`config.mk`:
```
export PLATFORM = sky130hd
export DESIGN_NAME = video_pixel_fetch
export DESIGN_NICKNAME = d
export VERILOG_FILES = /design/src/rtl/video_pkg.sv /design/src/rtl/video_dot_strobe.sv /design/src/rtl/video_pixel_fetch.sv
export SDC_FILE = /design/constraint.sdc
export NUM_CORES = 1
export LEC_CHECK = 0
export ABC_AREA = 0
export CAP_MARGIN = 20
export CORE_ASPECT_RATIO = 0.75
export CORE_MARGIN = 2
export CORE_UTILIZATION = 40
export DETAILED_ROUTE_END_ITERATION = 8
export DONT_BUFFER_PORTS = 1
export PLACE_DENSITY = 0.63
export SETUP_SLACK_MARGIN = 0.15
export SLEW_MARGIN = 20
export SYNTH_ARGS = -nofsm -noshare
export SYNTH_HDL_FRONTEND = slang
export SYNTH_HIERARCHICAL = 1
export SYNTH_SLANG_ARGS = --single-unit
```
`constraint.sdc`:
```
create_clock -name clk -period 3.2 [get_ports clk]
set_clock_uncertainty 0.05 [all_clocks]
set_input_delay 0.8 -clock clk [delete_from_list [all_inputs] [get_ports clk]]
set_output_delay 0.8 -clock clk [all_outputs]
set_load 0.01 [all_outputs]
```
`src/rtl/video_pkg.sv`:
```
// Shared types and defaults for the pixel fetch path.
package video_pkg;
  localparam int PIX_W_DEF = 16;
  localparam logic [PIX_W_DEF-1:0] UFLOW_COLOR_DEF = 16'hF81F;
  localparam logic [1:0] DISCARD_MAX = 2'd3;

  typedef logic [PIX_W_DEF-1:0] pixel_t;

  typedef enum logic [1:0] {
    IDLE,
    REQ,
    WAIT,
    DONE
  } fetch_state_t;
endpackage

```
`src/rtl/video_dot_strobe.sv`:
```
// Rising-edge detector on the dot clock level: one clk-wide strobe per dot.
module video_dot_strobe (
  input  logic clk,
  input  logic rst_n,
  input  logic i_dotclk,
  output logic o_strobe
);
  logic r_dotclk_q;

  // Resets high so a dotclk already high at reset release is not taken as a new dot.
  always_ff @(posedge clk or negedge rst_n) begin
    if (!rst_n) r_dotclk_q <= 1'b1;
    else        r_dotclk_q <= i_dotclk;
  end

  assign o_strobe = i_dotclk & ~r_dotclk_q;
endmodule

```
`src/rtl/video_pixel_fetch.sv`:
```
// Converts timing-generator dots into framebuffer reads and emits one registered pixel
// per dot, exactly one dot period after the dot was presented.
module video_pixel_fetch
  import video_pkg::*;
#(
  parameter int DOTCLK_DIV = 10,
  parameter int H_ACTIVE = 240,
  parameter int V_ACTIVE = 320,
  parameter int H_BITS = 9,
  parameter int V_BITS = 9,
  parameter int ADDR_W = 17,
  parameter int PIX_W = PIX_W_DEF,
  parameter logic [PIX_W-1:0] UFLOW_COLOR = UFLOW_COLOR_DEF
) (
  input  logic              clk,
  input  logic              rst_n,
  input  logic              dotclk,
  input  logic              hsync,
  input  logic              vsync,
  input  logic              active,
  input  logic [H_BITS-1:0] pos_h,
  input  logic [V_BITS-1:0] pos_v,
  output logic              fb_req_valid,
  input  logic              fb_req_ready,
  output logic [ADDR_W-1:0] fb_req_addr,
  input  logic              fb_rsp_valid,
  input  logic [PIX_W-1:0]  fb_rsp_data,
  output logic [PIX_W-1:0]  pix_rgb,
  output logic              pix_hsync,
  output logic              pix_vsync,
  output logic              pix_de,
  output logic              underflow,
  input  logic              uflow_clr,
  output fetch_state_t      dbg_state
);
  if (DOTCLK_DIV < 4) begin : g_div_chk
    $error("DOTCLK_DIV too small for a fetch to complete inside one dot");
  end
  if (longint'(H_ACTIVE) * longint'(V_ACTIVE) > (longint'(1) << ADDR_W)) begin : g_addr_chk
    $error("ADDR_W too narrow for H_ACTIVE*V_ACTIVE");
  end

  logic              w_strobe;
  logic              w_miss;
  logic              w_accept;
  logic              w_disc_dec;
  logic              w_uflow_set;
  logic [1:0]        w_disc_next;
  logic [ADDR_W-1:0] w_addr;

  fetch_state_t      r_state;
  logic              r_req_valid;
  logic              r_orphan;
  logic [ADDR_W-1:0] r_addr;
  logic [PIX_W-1:0]  r_data;
  logic [1:0]        r_discard;
  logic              r_hs, r_vs, r_act;
  logic [PIX_W-1:0]  r_pix_rgb;
  logic              r_pix_hs, r_pix_vs, r_pix_de;
  logic              r_uflow;

  video_dot_strobe u_strobe (
    .clk      (clk),
    .rst_n    (rst_n),
    .i_dotclk (dotclk),
    .o_strobe (w_strobe)
  );

  assign w_addr = ADDR_W'(pos_v) * ADDR_W'(H_ACTIVE) + ADDR_W'(pos_h);

  // Request handshake: fb_req_valid rises only from IDLE/DONE at a strobe and stays high
  // with fb_req_addr frozen until a clk where fb_req_ready is also high (the transfer).
  // Each transferred request returns exactly one fb_rsp_valid, in order.
  assign w_accept    = r_req_valid & fb_req_ready;
  // A fetch still owed when its dot slot closes; an orphaned REQ was already counted.
  assign w_miss      = w_strobe & ((r_state == WAIT) | ((r_state == REQ) & ~r_orphan));
  assign w_disc_dec  = fb_rsp_valid & ((r_discard != 2'd0) | (w_miss & (r_state == WAIT)));
  assign w_uflow_set = w_strobe & r_act & (r_state != DONE);

  always_comb begin
    w_disc_next = r_discard;
    if (w_miss && (r_discard != DISCARD_MAX)) w_disc_next = w_disc_next + 2'd1;
    if (w_disc_dec) w_disc_next = w_disc_next - 2'd1;
  end

  always_ff @(posedge clk or negedge rst_n) begin
    if (!rst_n) begin
      r_state     <= IDLE;
      r_req_valid <= 1'b0;
      r_orphan    <= 1'b0;
      r_addr      <= '0;
      r_data      <= '0;
      r_discard   <= '0;
      r_hs        <= 1'b1;
      r_vs        <= 1'b1;
      r_act       <= 1'b0;
      r_pix_rgb   <= '0;
      r_pix_hs    <= 1'b1;
      r_pix_vs    <= 1'b1;
      r_pix_de    <= 1'b0;
      r_uflow     <= 1'b0;
    end else begin
      r_discard <= w_disc_next;
      if (w_uflow_set)    r_uflow <= 1'b1;
      else if (uflow_clr) r_uflow <= 1'b0;

      if (w_strobe) begin
        r_pix_hs  <= r_hs;
        r_pix_vs  <= r_vs;
        r_pix_de  <= r_act;
        r_pix_rgb <= !r_act ? '0 : ((r_state == DONE) ? r_data : UFLOW_COLOR);
        r_hs      <= hsync;
        r_vs      <= vsync;
        r_act     <= active;
      end

      case (r_state)
        IDLE, DONE: begin
          if (w_strobe) begin
            if (active && (r_discard == 2'd0)) begin
              r_addr      <= w_addr;
              r_req_valid <= 1'b1;
              r_state     <= REQ;
            end else begin
              r_state <= IDLE;
            end
          end
        end
        REQ: begin
          if (w_accept) begin
            r_req_valid <= 1'b0;
            r_orphan    <= 1'b0;
            r_state     <= (r_orphan || w_strobe) ? IDLE : WAIT;
          end else if (w_strobe) begin
            r_orphan <= 1'b1;
          end
        end
        WAIT: begin
          if (w_strobe) begin
            r_state <= IDLE;
          end else if (fb_rsp_valid) begin
            r_data  <= fb_rsp_data;
            r_state <= DONE;
          end
        end
        default: r_state <= IDLE;
      endcase
    end
  end

  assign fb_req_valid = r_req_valid;
  assign fb_req_addr  = r_addr;
  assign pix_rgb      = r_pix_rgb;
  assign pix_hsync    = r_pix_hs;
  assign pix_vsync    = r_pix_vs;
  assign pix_de       = r_pix_de;
  assign underflow    = r_uflow;
  assign dbg_state    = r_state;
endmodule

```
==> impl_metrics.json, run 1 <==
{
  "final.setup.tns_ns": -2.48,
  "place_hpwl_um": 6370,
  "fp.dieW_um": 120,
  "cts_buffers": 9,
  "synth_area_leaders": "dfrtp_1 36%, mux2_2 8.1%, ha_1 8.0%, fa_1 7.9%, inv_1 5.2%",
  "status": "finished with violations",
  "grt.overflow.total": 0,
  "drc": 0,
  "path_delay_family": "adder cells",
  "power_mw": 4.06,
  "ant_nets": 0,
  "leakage_nw": 2.26,
  "comb_power_share": 0.445,
  "period_minus_slack_ns": 3.70,
  "start_util": 0.416,
  "finalWeightedCongestion": 0.811,
  "netlist_top_cells_count": "58 x dfrtp_1, 56 x inv_1, 32 x nand2_1",
  "synth_top_family_by_area": "adder cells",
  "grtUsageMet3": 0.0578,
  "hold_viol_final": 0,
  "path_clk_slew_ns": 0.05,
  "min-delay-path-class": "in -> async",
  "clockRootBuffer": "clkbuf_16",
  "grt_pass1_wl_um": 13600,
  "cp_cell_sequence": "fa_1 > inv_1 > fa_1 > inv_1 > ha_1 > a211o_1 > a21oi_2 > and4_4 > o311ai_4 > nor4_2 > xnor2_1 > mux2_2",
  "io_pins": 83,
  "die_area_um2": 10900,
  "synth.avg_cell_area_um2": 10.4,
  "syn_inst": 388,
  "cp_max_fo": 4,
  "antenna_found_initial": 0,
  "grt_pass1_vias": 2794,
  "synthXorXnorAreaFrac": 0.0411,
  "dp.cells": 549,
  "grt_usage": 0.155,
  "critPathSlowestCell": "fa_1",
  "end_kind": "flop",
  "slew_headroom": 0.527,
  "synth.mux.area_fraction": 0.0856,
  "cts_tree": "yes",
  "utilization": 0.513,
  "nets": 521,
  "power.share.clock": 0.214,
  "die-height_um": 91.1,
  "crit_buf_inv": 2,
  "vias": 2859,
  "swShare": 0.361,
  "synth-main-ff-cell": "dfrtp_1",
  "clkSinkCount": 63,
  "syn_nets": 473,
  "cp_slowest_stage_delay_ns": 0.54,
  "setup_violations": 8,
  "tightest_slew_ns": 0.708,
  "yosysMostFrequentCell": "dfrtp_1",
  "synth_compound_area_frac": 0.140,
  "peakVddDrop_v": 0.000486,
  "wire_per_inst_um": 14.3,
  "post-route-period-util": 1.16,
  "cp.arrival_ns": 3.84,
  "grtUsageMet2": 0.224,
  "grt_use_met1": 0.219,
  "htreeDepth": 3,
  "synth_fa_ha_area_frac": 0.160,
  "core_um2": 9740,
  "worstSetupPathType": "in -> reg",
  "synth_top_area_cell": "dfrtp_1",
  "area_growth_pct": 23.4,
  "final_cells": 573,
  "switching_power_mw": 1.47,
  "synth_edf_count": 0,
  "fmax_mhz": 270,
  "cp-startpoint": "pos_v[0]",
  "diodes": 0,
  "yosysWarnings": 6,
  "drt-pass1-iter-count": 4,
  "hold_slack_ns": 0.126,
  "ys_seq_area_frac": 0.391,
  "rows": 31,
  "ys_ff_latch": 63,
  "avgViaCountPerCell": 4.99,
  "netlist_area_um2": 4050,
  "wirelength_um": 8200,
  "grt_setup_unrepaired": "yes",
  "grt_max_degree": 64,
  "busiest_layer": "met2",
  "p_seq_frac": 0.341,
  "power.internal_mw": 2.59,
  "violations": "negative setup slack",
  "synth_simple_gate_area_frac": 0.113,
  "drv_slew": 0,
  "worstSkewPairLatency_ns": 0.32,
  "drv_cap": 0,
  "cp-start-kind": "input port",
  "cts.path.max_buffers": 2,
  "drive_gt1_frac": 0.342,
  "crit_required_ns": 3.35,
  "worst_slack_ns": -0.497,
  "synthArstFlopShare": 1.00,
  "synth_cell_types": 60,
  "yosysTopAreaCellShare": 0.359,
  "io_buffers": 0,
  "power_density_nw_per_um2": 812,
  "initialDrtViolationCount": 90,
  "r2r_start": "dbg_state[0]$_DFFE_PN0P_",
  "postCtsHoldBufs": 0
}
-- state kept, by name, indices dropped and copies added, names as in the netlist, 2 cells and up --
| name | cells |
|---|---|
| pix_rgb | 16 |
| dbg_state | 2 |
| fb_req_addr | 17 |
| r_data | 16 |
| r_discard | 2 |
-- power groups by stage --
stage                     clock network (mW)  registers, mW  logic [mW]
final                                  0.869           1.38        1.80
after global routing                   0.934           1.43        2.00
after CTS                              0.904           1.39        1.75
after detailed placement                   0           1.40        1.61
after global placement                     0           1.39        1.57
after floorplan                            0           1.32        1.23
-- through the flow --
stage,cell area (µm²),setup slack [ns]
global placement,4560,-0.780
detailed placement,4560,-0.869
floorplan,4150,-0.600
CTS,4950,-0.474
finish,4990,-0.497
global route,4990,-0.567
-- worst paths after layout --
check | slack, ns | depth (start not counted) | endpoint
worst max-delay path | -0.50 | 12 | fb_req_addr[15]$_DFFE_PN0P_
worst min-delay path | 0.13 | 0 | r_discard[0]$_DFF_PN0_
worst max register to register | 1.12 | 5 | r_data[15]$_DFFE_PN0P_
worst min register to register | 0.45 | 1 | r_data[9]$_DFFE_PN0P_
max in group asynchronous | 2.80 | 0 | r_vs$_DFFE_PN1P_
min in group clk | 0.43 | 0 | u_strobe/r_dotclk_q$_DFF_PN1_
-- cell usage in the layout (no fill, tap or decap), types with 6 or more instances in the layout --
cell type   n
dfrtp_1    58
inv_1      52
buf_4      47
nand2_1    30
mux2_2     29
ha_1       23
o21ai_0    15
fa_1       15
o211ai_1   11
xnor2_1    10
clkbuf_16   9
nor2_1      8
xor2_1      8
o21ai_1     8
a21oi_1     6
o22ai_1     6
-- cell type report --
class	count	area, µm²
multi-input cells	255	2350
fillers	888	4740
clock inverters	5	33.8
repair buffers	51	398
inverters	56	221
clock buffers	11	243
well taps	132	165
flip-flops and latches	63	1580
-- cell families after synthesis --
logic type      after synthesis
simple gates                 83
compound gates               80
buf+inv                      70
flops                        63
fa+ha+maj                    42
mux                          31
xor+xnor                     19
-- timing repair --
action,in CTS,in global routing
gates resized for setup,16,9
cloned,0,0
pin swaps,7,2
setup buffers,7,1
endpoints found under the setup margin,8,10
-- routing by layer --
metal	wire length, µm	up-vias
met5	0	-
met4	47	0
met3	489	4
met2	3600	46
met1	4060	1396
li1	-	1413
Note: power is estimated with default switching activity, not from simulation.
==> inputs of run 2 (changes only) <==
--- a/config.mk
+++ b/config.mk
@@ -9,10 +9,10 @@
 export CAP_MARGIN = 20
 export CORE_ASPECT_RATIO = 0.75
 export CORE_MARGIN = 2
-export CORE_UTILIZATION = 40
+export CORE_UTILIZATION = 50
 export DETAILED_ROUTE_END_ITERATION = 8
 export DONT_BUFFER_PORTS = 1
-export PLACE_DENSITY = 0.63
+export PLACE_DENSITY = 0.74
 export SETUP_SLACK_MARGIN = 0.15
 export SLEW_MARGIN = 20
 export SYNTH_ARGS = -nofsm -noshare
==> impl_metrics.json, run 2 (synthesis results as in run 1) <==
{
  "status": "finished with violations",
  "violations": "negative setup slack",
  "worst_slack_ns": -0.460,
  "layout_commonest_cell": "dfrtp_1",
  "die-height_um": 81.9,
  "clkSinkCount": 63,
  "start_util": 0.513,
  "crit_required_ns": 3.36,
  "rr_endpoint": "r_data[12]$_DFFE_PN0P_",
  "hold_viol_final": 0,
  "cp.arrival_ns": 3.82,
  "area_growth_pct": 22.0,
  "largest_reg_flops": 17,
  "antenna_found_initial": 0,
  "worstSetupPathType": "in -> reg",
  "grt_setup_unrepaired": "yes",
  "post-route-period-util": 1.14,
  "routed.top_layer": "met4",
  "crit_buf_inv": 2,
  "grt_pass1_wl_um": 13900,
  "cts.path.max_buffers": 2,
  "drv_cap": 0,
  "nets": 518,
  "drive_gt1_frac": 0.350,
  "rows": 28,
  "path_delay_family": "adder cells",
  "rr_worst_depth": 5,
  "die_area_um2": 8840,
  "grt_usage": 0.201,
  "place_hpwl_um": 6470,
  "path_clk_slew_ns": 0.07,
  "utilization": 0.627,
  "cp_slowest_stage_delay_ns": 0.55,
  "cp_cell_sequence": "fa_1 > inv_1 > fa_1 > fa_2 > inv_2 > ha_4 > o21ai_2 > o21ai_2 > nand4bb_4 > nor4_4 > xnor2_1 > mux2_2",
  "placed_area_um2": 4530,
  "wirelength_um": 8520,
  "cp-start-kind": "input port",
  "io_buffers": 0,
  "cts_buffers": 9,
  "power_density_nw_per_um2": 780,
  "ant_nets": 0,
  "avgViaCountPerCell": 5.36,
  "core_um2": 7880,
  "clockRootBuffer": "clkbuf_8",
  "wire_per_inst_um": 15.7,
  "slew_headroom": 0.537,
  "r2r_start": "dbg_state[0]$_DFFE_PN0P_",
  "place_ws_ns": -0.778,
  "dr_wl_met3_um": 526,
  "min-delay-path-class": "in -> async",
  "drt-pass1-iter-count": 4,
  "postLayoutCellArea_um2": 4940,
  "io_pins": 83,
  "diodes": 0,
  "critPathSlowestCell": "fa_1",
  "setup_violations": 8,
  "grt.overflow.total": 0,
  "vias": 2907,
  "drv_slew": 0,
  "leakage_nw": 2.21,
  "fmax_mhz": 273,
  "layout_common_cells": "58 x dfrtp_1, 51 x inv_1, 44 x buf_4",
  "finalWeightedCongestion": 0.836,
  "met1_length_um": 3830,
  "cp_max_fo": 3,
  "fp.dieW_um": 108,
  "initialDrtViolationCount": 119,
  "cts_tree": "yes",
  "drc": 0,
  "met2_length_um": 4120,
  "grt_max_degree": 64,
  "end_kind": "flop",
  "ff2ff_setup_slack_ns": 1.09,
  "worstSkewPairLatency_ns": 0.32,
  "grt_pass1_vias": 2908,
  "peakVddDrop_v": 0.000438,
  "tightest_slew_ns": 0.693,
  "period_minus_slack_ns": 3.66,
  "htreeDepth": 3
}
run 2: cell count changes in the layout (fill, tap and decap cells not counted), sizes merged:
cell | previous run | this run
buf | 51 | 48
inv | 53 | 52
run 2: worst max-delay path by stage:
| stage | start | endpoint | slack (ns) | cells after the start |
|---|---|---|---|---|
| after floorplan | pos_v[0] | fb_req_addr[15]$_DFFE_PN0P_ | -0.60 | 12 |
| after global placement | pos_v[0] | fb_req_addr[15]$_DFFE_PN0P_ | -0.75 | 12 |
| after detailed placement | pos_v[0] | fb_req_addr[11]$_DFFE_PN0P_ | -0.78 | 13 |
| after CTS | pos_v[0] | fb_req_addr[15]$_DFFE_PN0P_ | -0.42 | 12 |
| after global routing | pos_v[3] | fb_req_addr[15]$_DFFE_PN0P_ | -0.55 | 12 |
| final | pos_v[0] | fb_req_addr[15]$_DFFE_PN0P_ | -0.46 | 12 |
run 2: repair_timing:
action                     4_1_cts  5_1_grt
setup buffers                    2        3
pin swaps                        5        8
resized for setup               12       26
hold buffers                     0        0
setup endpoints to repair        8        9
run 2: cell type report:
cell class / count / area, µm²
repair buffers: 48 / 375
flip-flops and latches: 63 / 1580
inverters: 56 / 225
fillers: 635 / 2940
multi-input cells: 255 / 2460
clock inverters: 4 / 22.5
clock buffers: 11 / 141
well taps: 105 / 131
run 2: per-stage QoR:
step | setup TNS, ns | cells | hold slack [ns] | total power, mW
3_3_place_gp | -4.85 | 522 | 0.437 | 2.94
4_1_cts | -2.03 | 539 | 0.0988 | 3.69
6_report | -2.55 | 542 | 0.117 | 3.85
5_1_grt | -3.23 | 542 | 0.0901 | 4.15
3_5_place_dp | -5.28 | 522 | 0.444 | 3.02
2_1_floorplan | -3.18 | 388 | 0.430 | 2.55
run 2: power by group:
group | internal, mW | switching [mW] | total, mW
registers | 1.09 | 0.294 | 1.39
logic | 0.971 | 0.927 | 1.90
clock network | 0.294 | 0.277 | 0.570
run 2: metal layers:
| layer | vias up | global-route usage |
|---|---|---|
| li1 | 1404 | - |
| met1 | 1434 | 0.269 |
| met2 | 65 | 0.326 |
| met3 | 4 | 0.0619 |
| met4 | 0 | 0.0423 |
| met5 | - | 0 |
==> inputs of run 3 (changes only) <==
--- a/config.mk
+++ b/config.mk
@@ -12,6 +12,7 @@
 export CORE_UTILIZATION = 50
 export DETAILED_ROUTE_END_ITERATION = 8
 export DONT_BUFFER_PORTS = 1
+export HOLD_SLACK_MARGIN = 0.08
 export PLACE_DENSITY = 0.74
 export SETUP_SLACK_MARGIN = 0.15
 export SLEW_MARGIN = 20
==> results of run 3 <==
Same layout as run 2: the final DEF is identical, and so are final timing and power.
